**config.mk**
```make
export PLATFORM = sky130hd
export DESIGN_NAME = uart_rx_core_flat
export DESIGN_NICKNAME = d
export VERILOG_FILES = /design/src/rtl/uart_rx_core_if.sv /design/src/rtl/uart_rx_core.sv /design/src/flat_wrapper.sv
export SDC_FILE = /design/constraint.sdc
export NUM_CORES = 1
export LEC_CHECK = 0
export ABC_CLOCK_PERIOD_IN_PS = 4900
export BUFFER_PORTS_ARGS = -buffer_cell sky130_fd_sc_hd__buf_2
export CAP_MARGIN = 20
export CORE_MARGIN = 5
export CORE_UTILIZATION = 63
export DETAILED_ROUTE_END_ITERATION = 10
export PLACE_DENSITY = 0.83
export SYNTH_ARGS = -nofsm -noshare
export SYNTH_HDL_FRONTEND = slang
export SYNTH_SLANG_ARGS = --single-unit
```
**constraint.sdc**
```tcl
create_clock -name clk -period 4.9 [get_ports clk]
set_input_delay 0.245 -clock clk [delete_from_list [all_inputs] [get_ports clk]]
set_output_delay 0.245 -clock clk [all_outputs]
set_load 0.1 [all_outputs]
```
**src/rtl/uart_rx_core_if.sv**
```systemverilog
// Received-word handshake between the UART receiver (master) and its consumer (slave).
// out/parity_err/frame_err are meaningful only while out_valid is high.
interface uart_rx_core_if #(
   parameter int DATA_BITS = 8
);
   logic [DATA_BITS-1:0] out;
   logic                 out_valid;
   logic                 out_ready;
   logic                 parity_err;
   logic                 frame_err;

   modport master (
      output out, out_valid, parity_err, frame_err,
      input  out_ready
   );

   modport slave (
      input  out, out_valid, parity_err, frame_err,
      output out_ready
   );
endinterface

```
**src/rtl/uart_rx_core.sv**
```systemverilog
// Mid-bit-sampling UART receiver; word valid 2+HALF+DIV*NB cycles after the start edge is captured.
// A frame completing while the held word is unaccepted is dropped and flagged by a one-cycle overrun pulse.
module uart_rx_core #(
   parameter int CLK_FREQ  = 125000000,
   parameter int BAUD      = 115200,
   parameter int DATA_BITS = 8,
   parameter int PARITY    = 0,
   parameter int STOP_BITS = 1
) (
   input  logic           clk,
   input  logic           rst,
   input  logic           rx_in,
   uart_rx_core_if.master m,
   output logic           overrun,
   output logic           busy
);
   localparam int DIV  = CLK_FREQ / BAUD;
   localparam int HALF = DIV / 2;
   localparam int CW   = $clog2(DIV);
   localparam int IW   = 4;

   typedef enum logic [2:0] {
      S_IDLE, S_START, S_DATA, S_PARITY, S_STOP, S_BREAK
   } state_t;

   state_t               state_q, state_d;
   logic                 sync1_q, rx_s_q;
   logic [CW-1:0]        cnt_q, cnt_d;
   logic [IW-1:0]        idx_q, idx_d;
   logic [DATA_BITS-1:0] shift_q, shift_d;
   logic [DATA_BITS-1:0] out_q, out_d;
   logic                 pe_q, pe_d;
   logic                 fe_q, fe_d;
   logic                 out_valid_q, out_valid_d;
   logic                 parity_err_q, parity_err_d;
   logic                 frame_err_q, frame_err_d;
   logic                 overrun_q, overrun_d;
   logic                 fe_now;
   logic                 at_half;
   logic                 at_div;

   assign at_half = (cnt_q == CW'(HALF - 1));
   assign at_div  = (cnt_q == CW'(DIV - 1));

   always_comb begin
      state_d      = state_q;
      cnt_d        = (state_q == S_IDLE) ? '0 : cnt_q + CW'(1);
      idx_d        = idx_q;
      shift_d      = shift_q;
      pe_d         = pe_q;
      fe_d         = fe_q;
      out_d        = out_q;
      out_valid_d  = out_valid_q & ~m.out_ready;
      parity_err_d = parity_err_q;
      frame_err_d  = frame_err_q;
      overrun_d    = 1'b0;
      fe_now       = fe_q | ~rx_s_q;

      case (state_q)
         S_IDLE: begin
            if (!rx_s_q) state_d = S_START;
         end
         S_START: begin
            if (at_half) begin
               cnt_d = '0;
               idx_d = '0;
               pe_d  = 1'b0;
               fe_d  = 1'b0;
               // A line already back high at mid-start-bit was only a glitch.
               state_d = rx_s_q ? S_IDLE : S_DATA;
            end
         end
         S_DATA: begin
            if (at_div) begin
               cnt_d   = '0;
               shift_d = {rx_s_q, shift_q[DATA_BITS-1:1]};
               if (idx_q == IW'(DATA_BITS - 1)) begin
                  idx_d   = '0;
                  state_d = (PARITY != 0) ? S_PARITY : S_STOP;
               end else begin
                  idx_d = idx_q + IW'(1);
               end
            end
         end
         S_PARITY: begin
            if (at_div) begin
               cnt_d   = '0;
               pe_d    = (PARITY == 1) ? ~(^shift_q ^ rx_s_q) : (^shift_q ^ rx_s_q);
               state_d = S_STOP;
            end
         end
         S_STOP: begin
            if (at_div) begin
               cnt_d = '0;
               fe_d  = fe_now;
               if (idx_q == IW'(STOP_BITS - 1)) begin
                  // A low last stop bit parks in BREAK so a held-low line reports once.
                  state_d = rx_s_q ? S_IDLE : S_BREAK;
                  if (!out_valid_q || m.out_ready) begin
                     out_d        = shift_q;
                     parity_err_d = pe_q;
                     frame_err_d  = fe_now;
                     out_valid_d  = 1'b1;
                  end else begin
                     overrun_d = 1'b1;
                  end
               end else begin
                  idx_d = idx_q + IW'(1);
               end
            end
         end
         S_BREAK: begin
            if (rx_s_q) state_d = S_IDLE;
         end
         default: state_d = S_IDLE;
      endcase
   end

   always_ff @(posedge clk) begin
      if (rst) begin
         sync1_q      <= 1'b1;
         rx_s_q       <= 1'b1;
         state_q      <= S_IDLE;
         cnt_q        <= '0;
         idx_q        <= '0;
         shift_q      <= '0;
         pe_q         <= 1'b0;
         fe_q         <= 1'b0;
         out_q        <= '0;
         out_valid_q  <= 1'b0;
         parity_err_q <= 1'b0;
         frame_err_q  <= 1'b0;
         overrun_q    <= 1'b0;
      end else begin
         sync1_q      <= rx_in;
         rx_s_q       <= sync1_q;
         state_q      <= state_d;
         cnt_q        <= cnt_d;
         idx_q        <= idx_d;
         shift_q      <= shift_d;
         pe_q         <= pe_d;
         fe_q         <= fe_d;
         out_q        <= out_d;
         out_valid_q  <= out_valid_d;
         parity_err_q <= parity_err_d;
         frame_err_q  <= frame_err_d;
         overrun_q    <= overrun_d;
      end
   end

   assign m.out        = out_q;
   assign m.out_valid  = out_valid_q;
   assign m.parity_err = parity_err_q;
   assign m.frame_err  = frame_err_q;
   assign overrun      = overrun_q;
   assign busy         = (state_q != S_IDLE);
endmodule
```
**src/flat_wrapper.sv**
```systemverilog
// flat-port wrapper written by rule: the top's interface ports become plain ports
module uart_rx_core_flat 
#(
   parameter int CLK_FREQ  = 125000000,
   parameter int BAUD      = 115200,
   parameter int DATA_BITS = 8,
   parameter int PARITY    = 0,
   parameter int STOP_BITS = 1
)
  (clk, rst, rx_in, overrun, busy, m_out, m_out_valid, m_parity_err, m_frame_err, m_out_ready);
  uart_rx_core_if #(.DATA_BITS(DATA_BITS)) m_i ();
  input  logic clk;
  input  logic rst;
  input  logic rx_in;
  output logic overrun;
  output logic busy;
  output wire logic [$bits(m_i.out)-1:0] m_out;
  output wire logic [$bits(m_i.out_valid)-1:0] m_out_valid;
  output wire logic [$bits(m_i.parity_err)-1:0] m_parity_err;
  output wire logic [$bits(m_i.frame_err)-1:0] m_frame_err;
  input wire logic [$bits(m_i.out_ready)-1:0] m_out_ready;
  assign m_out = m_i.out;
  assign m_out_valid = m_i.out_valid;
  assign m_parity_err = m_i.parity_err;
  assign m_frame_err = m_i.frame_err;
  assign m_i.out_ready = m_out_ready;
  uart_rx_core #(.CLK_FREQ(CLK_FREQ), .BAUD(BAUD), .DATA_BITS(DATA_BITS), .PARITY(PARITY), .STOP_BITS(STOP_BITS)) u_core (.clk(clk), .rst(rst), .rx_in(rx_in), .m(m_i), .overrun(overrun), .busy(busy));
endmodule
```
=== Yosys cells after proc, flatten, opt, wreduce, memory -nomap -nowiden ===
Index checks and enable logic that the tools add are counted.

* Eq/ne operators: 17
* $add $sub $neg: 2
* Mux-type cells: 31
* Bitwise operators: 8
* Reductions and logical operators: 17

{| class="wikitable"
|+ Operators by type and width
! cell !! number
|-
| 11-bit two-way mux || 3
|-
| 3-bit two-way mux || 9
|-
| 11-bit one-hot mux with 2 select lines || 1
|-
| 4-bit two-way mux || 5
|-
| 3-bit one-hot mux with 6 select lines || 1
|-
| 2-bit by 1-bit != test with 1-bit output, second input constant || 7
|-
| 4-bit one-hot mux with 3 select lines || 1
|-
| 11-bit by 1-bit adder with 11-bit output, second input constant || 1
|-
| 11-bit by 10-bit == test with 1-bit output, second input constant || 1
|-
| 11-bit == test, second input constant || 1
|-
| 1-bit two-way mux || 8
|-
| 8-bit AND reduction || 1
|-
| 8-bit parity || 1
|-
| 3-bit by 2-bit == test with 1-bit output, second input constant || 2
|-
| 3-bit == test, second input constant || 2
|-
| 3-bit AND reduction || 2
|-
| 3-bit nonzero test || 2
|-
| 1-bit NOT || 5
|-
| 5-bit AND reduction || 1
|-
| 4-bit by 1-bit adder with 4-bit output, second input constant || 1
|-
| 4-bit by 3-bit == test with 1-bit output, second input constant || 1
|-
| 4-bit zero test || 1
|-
| 2-bit != test, second input constant || 2
|-
| 1-bit one-hot mux with 2 select lines || 2
|-
| other kinds (13) || 14
|}

* Register bits: 42
* Logic and storage cells: 88

=== Logic depth before layout (Yosys ltp) ===
* Depth in word-level cells: 6
* Gate-level depth with buffers: 8
* Depth with buffers taken out: 7

=== Worst setup path after synthesis ===
OpenSTA, ideal clock, no wires.

* Path kind: reg-to-reg
* Start point: register u_core.out_valid_q (netlist: u_core.m.out_valid)
* End point: register u_core.frame_err_q (netlist: u_core.m.frame_err)
* Slack: 3074 ps
* Arrival: 1736 ps
* Setup time: 91 ps
* Buffers on the path: 1
* Period minus slack after synthesis: 1826 ps
* Cell stages (with the launch flop): 5
* Cells stage by stage: dfxtp_1 > nand2b_1 > and4_1 > buf_6 > a311oi_1

* Longest elaborated chain between the ends: 3

{| class="wikitable"
|+ Ends and longest elaborated chain
! item !! line !! text
|-
| start, declared || uart_rx_core.sv:34 || <nowiki>logic out_valid_q, out_valid_d;</nowiki>
|-
| start signal, assigned || uart_rx_core.sv:144 || <nowiki>out_valid_q <= out_valid_d;</nowiki>
|-
| 1-bit zero test || uart_rx_core.sv:99 || <nowiki>if (!out_valid_q || m.out_ready) begin</nowiki>
|-
| 1-bit logical OR || uart_rx_core.sv:99 ||
|-
| 4-bit AND reduction (no line) || - ||
|-
| end signal, assigned || uart_rx_core.sv:146 || <nowiki>frame_err_q <= frame_err_d;</nowiki>
|-
| end, declared || uart_rx_core.sv:36 || <nowiki>logic frame_err_q, frame_err_d;</nowiki>
|}

Every way passes these cells.
A chain may end at the register's enable or synchronous reset.

=== Worst setup path in the final report ===
* Start point: register u_core.cnt_q[0]
* End point: register u_core.out_q[6] (netlist: u_core.m.out[6])

* Longest elaborated chain between the ends: 2

{| class="wikitable"
|+ Ends and longest elaborated chain
! item !! line !! text
|-
| start, declared || uart_rx_core.sv:28 || <nowiki>logic [CW-1:0] cnt_q, cnt_d;</nowiki>
|-
| start signal, assigned || uart_rx_core.sv:138 || <nowiki>cnt_q <= cnt_d;</nowiki>
|-
| 11-bit == test || uart_rx_core.sv:43 || <nowiki>assign at_div = (cnt_q == CW'(DIV - 1));</nowiki>
|-
| 4-bit AND reduction (no line) || - ||
|-
| end signal, assigned || uart_rx_core.sv:143 || <nowiki>out_q <= out_d;</nowiki>
|-
| end, declared || uart_rx_core.sv:31 || <nowiki>logic [DATA_BITS-1:0] out_q, out_d;</nowiki>
|}

Every way passes these cells.

==> metrics.md <==
| Metric | Value |
|---|---|
| Max layer used | met4 |
| Netlist cell types | 48 |
| # nets final | 253 |
| Place WS | 2770 ps |
| Total power density per cell area | 276 mW/mm^2 |
| Crit path capture type | flip-flop |
| Largest family of logic cells by synthesized area | simple AND/OR/NAND/NOR gates |
| Fill count | 271 |
| Synth Net Count | 241 |
| Final instance area | 0.00219 mm^2 |
| First-pass GRT wire length | 7030 um |
| Warnings, synthesis | 0 |
| Crit path buf inv count | 1 |
| CP max FO | 11 |
| Final setup margin | 2740 ps |
| Post-CTS sizing | 0 |
| CTS tree | yes |
| Met3 routed WL | 142 um |
| Sequential Area | 841 um^2 |
| HPWL Detailed | 2770 um |
| N_diodes | 0 |
| Die width | 67.2 um |
| Area leader, netlist | dfxtp_1 |
| Synth-to-Final Area Change | 6.06% |
| Status | finished, final reports clean |
| CTS Buf Count | 5 |
| Syn_area_per_cell | 8.90 um^2 |
| Setup bufs post-CTS | 0 |
| Worst-path clk slew | 130 ps |
| R2r setup slk | 2740 ps |
| Num ports | 17 |
| Simple-gate share of the synthesized area | 26.5% |
| Maximum vdd drop | 0.268 mV |
| Worst-skew pair later-pin latency | 360 ps |
| Placed Area | 0.00213 mm^2 |
| Slew HR | 48.8% |
| Final WL | 3900 um |
| Final period util | 44.2% |
| Core area | 0.00310 mm^2 |
| Worst hold path type | primary input to flip-flop |
| Post-synthesis compound-gate area fraction | 11.5% |
| CTS root buf | clkbuf_4 |
| Total gr overflow | 0 |
| CTS sink count | 42 |
| Fmax | 0.462 GHz |
| Critical-path cell list | inv_1 > ha_1 > nand4b_1 > nor3_2 > and4_1 > mux2i_1 > nor2_1 |
| Post-Synth XOR/XNOR Area | 7.21% |
| Actual slew at the worst max-slew pin | 762 ps |
| DR WL/cell | 13.5 um |
| Multi-input logic area | 0.00113 mm^2 |
| Synth async-reset ratio | 0% |
| CTS HTree Levels | 2 |
| Post-synthesis mux area share | 6.30% |
| Crit start category | flip-flop |
| GRT Util Overall | 20.6% |
| Crit path DAT | 2410 ps |
| Initial Util | 66.5% |
| Final setup skew | 13.5 ps |
| Via Count | 1594 |
| DRC viols | 0 |
| Max-slew violations | 0 |
| Adder and majority gate portion of the synthesized area | 3.03% |
| Final Hold Fails | 0 |
| Mapped cell area | 0.00206 mm^2 |
| Worst Path Required | 5140 ps |
| GPL Wtd Cong | 0.773 |
| WL met2 | 1860 um |
| Site Rows | 20 |
| RSZ-0062 raised after global routing | no |
| Register bit total from synthesis | 42 |
| Slowest-stage cell, CP | and4_1 |
| Detailed Routing Iterations Pass 1 | 4 |
| Initial antenna violation count | 0 |
| Synth top area cells | dfxtp_1, mux2i_1, nor2_1 |
| DRT iter0 DRCs | 127 |
| Vias in the first global route | 1578 |
| Wire length on met1 | 1850 um |
| Bufs on Longest Clock Path | 2 |
| Leak | 0.796 nW |
| DRT antenna net count | 0 |
| Die area | 0.00452 mm^2 |
| Top_reg_cell synth | dfxtp_1 |
| Slowest cell delay on critical path | 630 ps |
| Die span in y | 67.2 um |
| Share of the synthesized area in the top cell type | 40.7% |
| CP top delay family | simple AND/OR/NAND/NOR gates |
| Largest net degree at the start of global routing | 32 |
| Critical path class | flip-flop to flip-flop |
| Total negative slack | 0 ps |
| Hold_buf cts | 0 |
| Final min period | 2160 ps |
| Layout cells sized above 1 | 16.3% |
| Max-Cap Viols | 0 |
| Seq/Total Area, Yosys | 40.7% |
| Via density | 5.52 |
| IO Port Bufs | 16 |
| Final setup violation count | 0 |
| Cells after synthesis | 232 |
| Post-synth EDFFs | 0 |
[worst register-to-register path, stage by stage (launching register included)]
cell,delay [ps]
dfxtp_1,370
inv_1,90
ha_1,170
nand4b_1,210
nor3_2,270
and4_1,630
mux2i_1,270
nor2_1,60
[where the power goes]
part	switching, W	internal, W	leakage (nW)
Sequential	0.0000114	0.000346	0.339
Clock	0.000115	0.0000561	0.0354
Combinational	0.0000491	0.0000262	0.422
[metal layers]
metal | GRT usage [%] | up-vias
met5 | 0 | -
met2 | 33.9 | 26
met3 | 5.99 | 5
met1 | 26.0 | 741
met4 | 6.08 | 0
li1 | - | 822
[logic make-up after synthesis]
| family | Yosys count |
|---|---|
| AOI/OAI and AO/OA | 34 |
| xor gates and xnor gates | 17 |
| adders and majority gates | 5 |
| buffers and inverters | 19 |
| DFF | 42 |
| muxes | 13 |
| and+or+nand+nor | 102 |
[sequential cells by signal (all words and copies together), names as in the netlist, 3 cells and up]
signal and flops:
u_core.shift_q 8, u_core.cnt_q 11, u_core.state_q 3, u_core.m.out 8, u_core.idx_q 4
[stage by stage]
step / std cells / hold WS [ps] / power [W] / util (%)
after global routing: 289 / 57.8 / 0.000636 / 70.6
after CTS: 289 / 59.8 / 0.000605 / 70.6
after global placement: 281 / 392 / 0.000438 / 68.8
after floorplan: 232 / 349 / 0.000431 / -
final: 289 / 66.4 / 0.000603 / 70.6
after detailed placement: 281 / 406 / 0.000439 / 68.8
[Yosys cell counts (all sizes together) (2+ instances only)]
cell     n
or3b     2
nand2b   3
inv      8
or2      4
a21oi   19
mux2i   13
nand2   24
nor3b    4
nand4b   2
and3     4
xor2     6
and2b    2
xnor2   11
nand3    9
nor3     5
ha       5
nor2    32
dfxtp   42
or3      4
buf      5
clkbuf   6
o21ai    3
[path summary, 6_finish.rpt]
path                               from                           end  depth (start not counted)
max          u_core.cnt_q[0]$_SDFF_PP0_  u_core.m.out[6]$_SDFFE_PP0P_                          7
min                               rx_in     u_core.sync1_q$_SDFF_PP1_                          2
max reg2reg  u_core.cnt_q[0]$_SDFF_PP0_  u_core.m.out[6]$_SDFFE_PP0P_                          7
min reg2reg   u_core.sync1_q$_SDFF_PP1_      u_core.rx_s_q$_SDFF_PP1_                          1
[final cells by class]
cell class | count | share of cell area (%)
multi-input cells | 171 | 51.5
flip-flops and latches | 42 | 38.4
inverters | 8 | 1.37
clock buffers | 5 | 1.71
well taps | 44 | 2.51
clock inverters | 3 | 0.857
repair buffers | 16 | 3.66
[cells in the final DEF, fill, tap and decap left out, types with 2 or more instances in the layout]
master and n:
mux2i_1 13, and3_1 3, clkbuf_4 5, dfxtp_1 42, nor3_1 3, buf_2 16, nor3_2 2, nand4b_1 2
or2_2 3, o21ai_0 2, and2b_2 2, nor3b_1 3, inv_1 8, nand3_1 9, xnor2_1 11, nand2_1 24
clkinv_2 2, nor2_1 32, nand2b_1 3, a21oi_1 19, xor2_1 6, ha_1 5, or3_1 4
Power figures use the tool's default switching activity.
